File: src/rtl/vga_scanout.sv
// 640x480@60 scan-out engine: walks the 80x60 cell video memory and drives VGA
// colour and sync. It also reports frame start and vertical blank so software can time its writes.
module vga_scanout #(
  parameter int H_DISP     = 640,
  parameter int H_FP       = 16,
  parameter int H_PW       = 96,
  parameter int H_BP       = 48,
  parameter int V_DISP     = 480,
  parameter int V_FP       = 10,
  parameter int V_PW       = 2,
  parameter int V_BP       = 33,
  parameter int CELL_SHIFT = 3
) (
  input  logic        Clock,
  input  logic        Reset,
  output logic [12:0] oReadAddress,
  input  logic [2:0]  iReadData,
  output logic        VGA_RED,
  output logic        VGA_GREEN,
  output logic        VGA_BLUE,
  output logic        VGA_HSYNC,
  output logic        VGA_VSYNC,
  output logic        oFrameStart,
  output logic        oVBlank
);

  localparam int H_TOTAL = H_DISP + H_FP + H_PW + H_BP;
  localparam int V_TOTAL = V_DISP + V_FP + V_PW + V_BP;

  localparam logic [9:0] H_LAST     = 10'(H_TOTAL - 1);
  localparam logic [9:0] V_LAST     = 10'(V_TOTAL - 1);
  localparam logic [9:0] H_DISP_W   = 10'(H_DISP);
  localparam logic [9:0] V_DISP_W   = 10'(V_DISP);
  localparam logic [9:0] H_SYNC_LO  = 10'(H_DISP + H_FP);
  localparam logic [9:0] H_SYNC_HI  = 10'(H_DISP + H_FP + H_PW - 1);
  localparam logic [9:0] V_SYNC_LO  = 10'(V_DISP + V_FP);
  localparam logic [9:0] V_SYNC_HI  = 10'(V_DISP + V_FP + V_PW - 1);

  logic       pix_en_q, pix_en_d;
  logic [9:0] hcount_q, hcount_d;
  logic [9:0] vcount_q, vcount_d;
  logic [2:0] rgb_q, rgb_d;
  logic       hsync_q, hsync_d;
  logic       vsync_q, vsync_d;
  logic       vblank_q, vblank_d;
  logic       frame_start_q, frame_start_d;

  logic       h_active, v_active, active;
  logic       h_last, v_last;
  logic [6:0] col;
  logic [5:0] row;

  assign h_active = hcount_q < H_DISP_W;
  assign v_active = vcount_q < V_DISP_W;
  assign active   = h_active & v_active;
  assign h_last   = hcount_q == H_LAST;
  assign v_last   = vcount_q == V_LAST;

  // Cell coordinates keep only the upper counter bits; inside the display they never exceed 79/59.
  assign col          = 7'(hcount_q >> CELL_SHIFT);
  assign row          = 6'(vcount_q >> CELL_SHIFT);
  assign oReadAddress = active ? {col, row} : 13'd0;

  // NOTE: every signal gets a default first so no path leaves it unassigned (no latch).
  always_comb begin
    pix_en_d = ~pix_en_q;
    hcount_d = hcount_q;
    vcount_d = vcount_q;
    if (pix_en_q) begin
      if (h_last) begin
        hcount_d = 10'd0;
        vcount_d = v_last ? 10'd0 : vcount_q + 10'd1;
      end else begin
        hcount_d = hcount_q + 10'd1;
      end
    end
  end

  // The output stage samples the pre-advance counters, so colour and sync lag the address by one pixel together.
  always_comb begin
    rgb_d         = rgb_q;
    hsync_d       = hsync_q;
    vsync_d       = vsync_q;
    vblank_d      = vblank_q;
    frame_start_d = pix_en_q & h_last & v_last;
    if (pix_en_q) begin
      rgb_d    = active ? iReadData : 3'b000;
      hsync_d  = ~((hcount_q >= H_SYNC_LO) && (hcount_q <= H_SYNC_HI));
      vsync_d  = ~((vcount_q >= V_SYNC_LO) && (vcount_q <= V_SYNC_HI));
      vblank_d = ~v_active;
    end
  end

  // NOTE: state flops use non-blocking assignments so all of them update from the same pre-edge values.
  always_ff @(posedge Clock) begin
    if (Reset) begin
      pix_en_q      <= 1'b0;
      hcount_q      <= 10'd0;
      vcount_q      <= 10'd0;
      rgb_q         <= 3'b000;
      hsync_q       <= 1'b1;
      vsync_q       <= 1'b1;
      vblank_q      <= 1'b0;
      frame_start_q <= 1'b0;
    end else begin
      pix_en_q      <= pix_en_d;
      hcount_q      <= hcount_d;
      vcount_q      <= vcount_d;
      rgb_q         <= rgb_d;
      hsync_q       <= hsync_d;
      vsync_q       <= vsync_d;
      vblank_q      <= vblank_d;
      frame_start_q <= frame_start_d;
    end
  end

  assign VGA_RED     = rgb_q[2];
  assign VGA_GREEN   = rgb_q[1];
  assign VGA_BLUE    = rgb_q[0];
  assign VGA_HSYNC   = hsync_q;
  assign VGA_VSYNC   = vsync_q;
  assign oVBlank     = vblank_q;
  assign oFrameStart = frame_start_q;

endmodule
File: config.mk
export PLATFORM = sky130hd
export DESIGN_NAME = vga_scanout
export DESIGN_NICKNAME = d
export VERILOG_FILES = /design/src/rtl/vga_scanout.sv
export SDC_FILE = /design/constraint.sdc
export NUM_CORES = 1
export LEC_CHECK = 0
export CAP_MARGIN = 20
export CORE_MARGIN = 2
export CORE_UTILIZATION = 51
export DETAILED_ROUTE_END_ITERATION = 6
export PLACE_DENSITY = 0.84
export SLEW_MARGIN = 20
export SYNTH_ARGS = -nofsm -noshare
export SYNTH_HDL_FRONTEND = slang
export SYNTH_SLANG_ARGS = --single-unit
export TNS_END_PERCENT = 1
File: constraint.sdc
create_clock -name Clock -period 2.18 [get_ports Clock]
set_input_delay 0.436 -clock Clock [delete_from_list [all_inputs] [get_ports Clock]]
set_output_delay 0.436 -clock Clock [all_outputs]
set_load 0.05 [all_outputs]
======== Word level (Yosys, flattened, before mapping) ========
Index checks and enable logic that the tools add are counted.
storage, ports and cells
  register bits after elaboration ......... 28
  bits in latches ......................... 0
  memory bits (writable) .................. 0
  ROM bits ................................ 0
  bits of input ports ..................... 5
  output and inout bits ................... 20
  word-level logic and storage cells ...... 32
  memories ................................ 0
operators by class
  add/subtract/negate cells ............... 2
  multipliers ............................. 0
  divide/modulo/power cells ............... 0
  magnitude comparators ................... 6
  equality and inequality tests ........... 2
  shift operators ......................... 0
  multiplexer cells ....................... 4
  bitwise gates (word level) .............. 7
  reduce and logical (&&, ||, !) cells .... 3
operators with widths
  operator                                                                              count
  10-bit by 1-bit adder with 10-bit output, second input constant                       2
  10-bit equality test, second input constant                                           2
  10-bit 2-to-1 mux                                                                     2
  13-bit 2-to-1 mux                                                                     1
  10-bit greater-or-equal comparator, second input constant                             1
  10-bit by 9-bit greater-or-equal comparator with 1-bit output, second input constant  1
  10-bit <= comparator, second input constant                                           1
  10-bit by 9-bit <= comparator with 1-bit output, second input constant                1
  10-bit < comparator, second input constant                                            1
  10-bit by 9-bit < comparator with 1-bit output, second input constant                 1
  1-bit NOT                                                                             4
  1-bit AND                                                                             3
  3-bit 2-to-1 mux                                                                      1
  1-bit logical AND                                                                     2
  2-bit AND reduction                                                                   1

======== Logic depth before layout (Yosys ltp) ========
  depth in word-level cells ............... 3
  gate-level depth with buffers ........... 6

======== Worst setup path after synthesis ========
Ideal clock, no wire load.
  kind .................................... flip-flop to output port
  start point ............................. register vcount_q[5]
  end point ............................... output oReadAddress[8]
  arrival time ............................ 2.142 ns
  data required time ...................... 1.744 ns
  setup slack ............................. -0.398 ns
  cell stages (with the launch flop) ...... 4
  buffers on the path ..................... 1
  path through ............................ dfxtp_1 -> clkbuf_1 -> and4_1 -> nor4_1
on the way
  longest elaborated chain between the ends .. 3
RTL lines
  element                                         line  source
  start: declaration                              41    logic [9:0] vcount_q, vcount_d;
  start signal: assignment                        108   vcount_q <= vcount_d;
  10-bit by 9-bit < comparator with 1-bit output  54    assign v_active = vcount_q < V_DISP_W;
  1-bit AND                                       55    assign active = h_active & v_active;
  13-bit 2-to-1 mux                               62    assign oReadAddress = active ? {col, row} : 13'd0;
  end: declaration                                16    output logic [12:0] oReadAddress,
Every way passes these cells.

======== Final worst setup path ========
  start point ............................. register hcount_q[7]
  end point ............................... output oReadAddress[10]
on the way
  longest elaborated chain between the ends .. 3
RTL lines
  element                   line  source
  start: declaration        40    logic [9:0] hcount_q, hcount_d;
  start signal: assignment  107   hcount_q <= hcount_d;
  10-bit < comparator       53    assign h_active = hcount_q < H_DISP_W;
  1-bit AND                 55
  13-bit 2-to-1 mux (*)     62
Mark *: on every way between the ends. The rest lies on a longest branch, timed or not.

==> impl_metrics.yaml <==
run_status:
  outcome: "finished, final reports clean"
setup_path:
  cp_slowest_cell: "dfxtp_2"
  cp_data_arrival_time_ns: 1.69
  worst_r2r_endpoint: "vcount_q[7]$_SDFFE_PP0P_"
  required_ns: 1.74
  end_kind: "output pin"
  crit_path_cell_trace: "buf_6, o21a_4, nor3_4, buf_6, and2_4, buf_12"
  ff2ff_setup_slack_ns: 0.07
  critPathMostFrequentCell: "buf_6"
  critPathLaunchType: "flip-flop"
  cp-startpoint: "hcount_q[7]$_SDFFE_PP0P_"
  cpPeakStageDelay_ns: 0.36
  path_max_fanout: 6
  crit_type: "flip-flop to output pin"
  reg2reg_from: "hcount_q[0]$_SDFFE_PP0P_"
  r2r_cells: 5
sta:
  setup_violations: 0
  period_minus_slack_ns: 2.13
  hold_violations: 0
  timing.final.crit_share_pct: 97.5
  slew_viol_final: 0
  clock_skew_ns: 0.00446
  tightest_slew_ns: 0.506
  relSlewSlack_pct: 66.1
  fmax_mhz: 470
  hold_slack_ns: 0.485
  setup_tns_ns: 0
layout:
  antenna_cells: 0
  finalNetCount: 207
  n_fill_cell: 190
  fin_util_pct: 72.4
  fin_area_sq_um: 1940
  final_cells: 228
  area_growth_syn_to_layout_pct: 38.3
  final_layout_size_suffix_gt1_share_pct: 26.9
clocking:
  cts_buffers: 3
  cts_tree: "built"
  clock_path_buffers: 2
  path_clk_slew_ns: 0.14
  htreeDepth: 1
  clkSinkCount: 28
  clk_latency_ns: 0.33
  cts_hold_buf: 0
  clockRootBuffer: "clkbuf_4"
drt:
  vias: 1345
  route.detailed.wl_per_inst_microns: 15.3
  drt_wl_total_microns: 3480
  ant_nets: 0
  post_drt_via_cell_ratio: 5.90
  post-route-drc-count: 0
  drtPass1Iterations: 4
  dr.first_iter.drc_count: 56
floorplanning:
  dieArea_sq_um: 3190
  die_w_microns: 56.5
  die_h_microns: 56.5
  ios: 25
  row_count: 19
  fp.coreArea_sq_um: 2690
  initial_core_util_pct: 52.4
pwr:
  p_int_uw: 651
  power_frac_clock_pct: 29.8
  powerDensity_nw_per_um2: 438
  total_leakage_power_nw: 0.664
  switching_share_pct: 23.5
  p_sw_uw: 200
  seq_power_share_pct: 62.1
  irDropWorstVdd_v: 0.000368
  power_frac_comb_pct: 8.1
synth:
  yosys-top-cells-count: "28 x dfxtp_1, 16 x nor2_1, 12 x a21oi_1"
  synth_cells: 168
  synth_most_common_cell: "dfxtp_1"
  synth-main-ff-cell: "dfxtp_1"
  synth_area_sq_um: 1410
  ys_ff_latch: 28
  synth_edf_count: 0
  yosys_warnings: 0
  synth.distinct_cells: 36
  synth_top_area_share_pct: 39.9
  async_flop_share_pct: 0
  synth_area_per_cell_sq_um: 8.37
  synth_area_leaders: "dfxtp_1 40%, and2_1 4.4%, xnor2_1 4.4%"
  yosys.area.top_type: "dfxtp_1"
  synth_nets: 177
  yosysSeqAreaShare_pct: 39.9
placed_design:
  place_inst: 222
  portBuffers: 24
  gp_congestion: 0.813
  hpwl_microns: 2420
  placed_area_sq_um: 1820
grt:
  grtUsageTotal_pct: 21.0
  grt_max_degree: 21
  grt_overflow: 0
  grt_pass1_wl_microns: 5270
  antenna_found_initial: 0
  grt_pass1_vias: 1231
worst_hold_path:
  hp-class: "flip-flop to flip-flop"
  holdPathStages: 2
  holdPathEnd: "rgb_q[1]$_SDFFE_PP0P_"
  hp-start: "rgb_q[1]$_SDFFE_PP0P_"
job:
  max_cap_violations: 0
## per-stage QoR
stage	total power, mW	setup slack [ns]
after detailed placement	0.607	0.0672
after CTS	0.859	0.00118
after global routing	0.885	-0.0131
after global placement	0.603	0.195
final	0.852	0.0543
after floorplan	0.580	-0.354
## kinds of logic (layout without fill, tap and decap cells)
kind of cell	after synthesis	count (layout)	share of synthesized area, %
simple gates	85	85	34.5
flops	28	28	39.9
compound gates	26	26	10.9
buf+inv	14	43	4.36
xor+xnor	11	11	6.85
fa+ha+maj	4	4	3.56
## power groups by stage
| stage | Sequential [mW] | Clock, mW | Combinational [mW] |
|---|---|---|---|
| 2_1_floorplan | 0.553 | 0 | 0.0268 |
| 3_3_place_gp | 0.538 | 0 | 0.0651 |
| 3_5_place_dp | 0.539 | 0 | 0.0681 |
| 4_1_cts | 0.529 | 0.262 | 0.0684 |
| 5_1_grt | 0.531 | 0.281 | 0.0732 |
| 6_report | 0.529 | 0.254 | 0.0686 |
## layout by cell type, fill, tap and decap left out, drive strengths merged, types with 7 or more instances in the layout
| master | instances |
|---|---|
| nand3 | 9 |
| inv | 7 |
| nand4 | 9 |
| dfxtp | 28 |
| xnor2 | 7 |
| buf | 21 |
| nor2 | 16 |
| clkdlybuf4s50 | 11 |
| and2 | 10 |
| a21oi | 12 |
| nor3 | 7 |
## how the worst max path moves through the flow
stage	end	slack, ns	cells after the start
floorplan	oReadAddress[11]	-0.35	3
global placement	vcount_q[7]$_SDFFE_PP0P_	0.19	5
detailed placement	vcount_q[7]$_SDFFE_PP0P_	0.07	5
CTS	oReadAddress[10]	0.001	6
global route	vcount_q[6]$_SDFFE_PP0P_	-0.01	5
finish	oReadAddress[10]	0.05	6
## repair_timing
action	in CTS	in global routing
pin swaps	0	3
setup endpoints to repair	10	13
resized for setup	5	22
buffers inserted	0	2
## per-layer routing
layer  vias up  global-route usage (%)  wire length (microns)
li1        660                       -                      -
met1       636                    25.7                   1400
met2        45                    35.7                   1850
met3         4                    2.76                    187
met4         0                    10.5                     35
met5         -                       0                      0
## worst max-delay path: cells and delay by family (launching register included)
kind / cells / cell delay [ns]
flops: 1 / 0.36
simple gates: 2 / 0.37
buf+inv: 3 / 0.42
compound gates: 1 / 0.21
## area by class of cell
cell class	instances	area, sq um	share of cell area, %
Multi-Input combinational cell	126	843	43.4
Clock buffer	4	36.3	1.87
Tap cell	31	38.8	1.99
Sequential cell	28	571	29.3
Timing Repair Buffer	32	429	22.1
Inverter	7	26.3	1.35
## flip-flops by register name, summed over array words and instances (netlist names)
register	count
VGA_HSYNC	1
oVBlank	1
hcount_q	10
VGA_VSYNC	1
oFrameStart	1
rgb_q	3
vcount_q	10
pix_en_q	1
No activity file was read; power rests on OpenSTA's default activity.
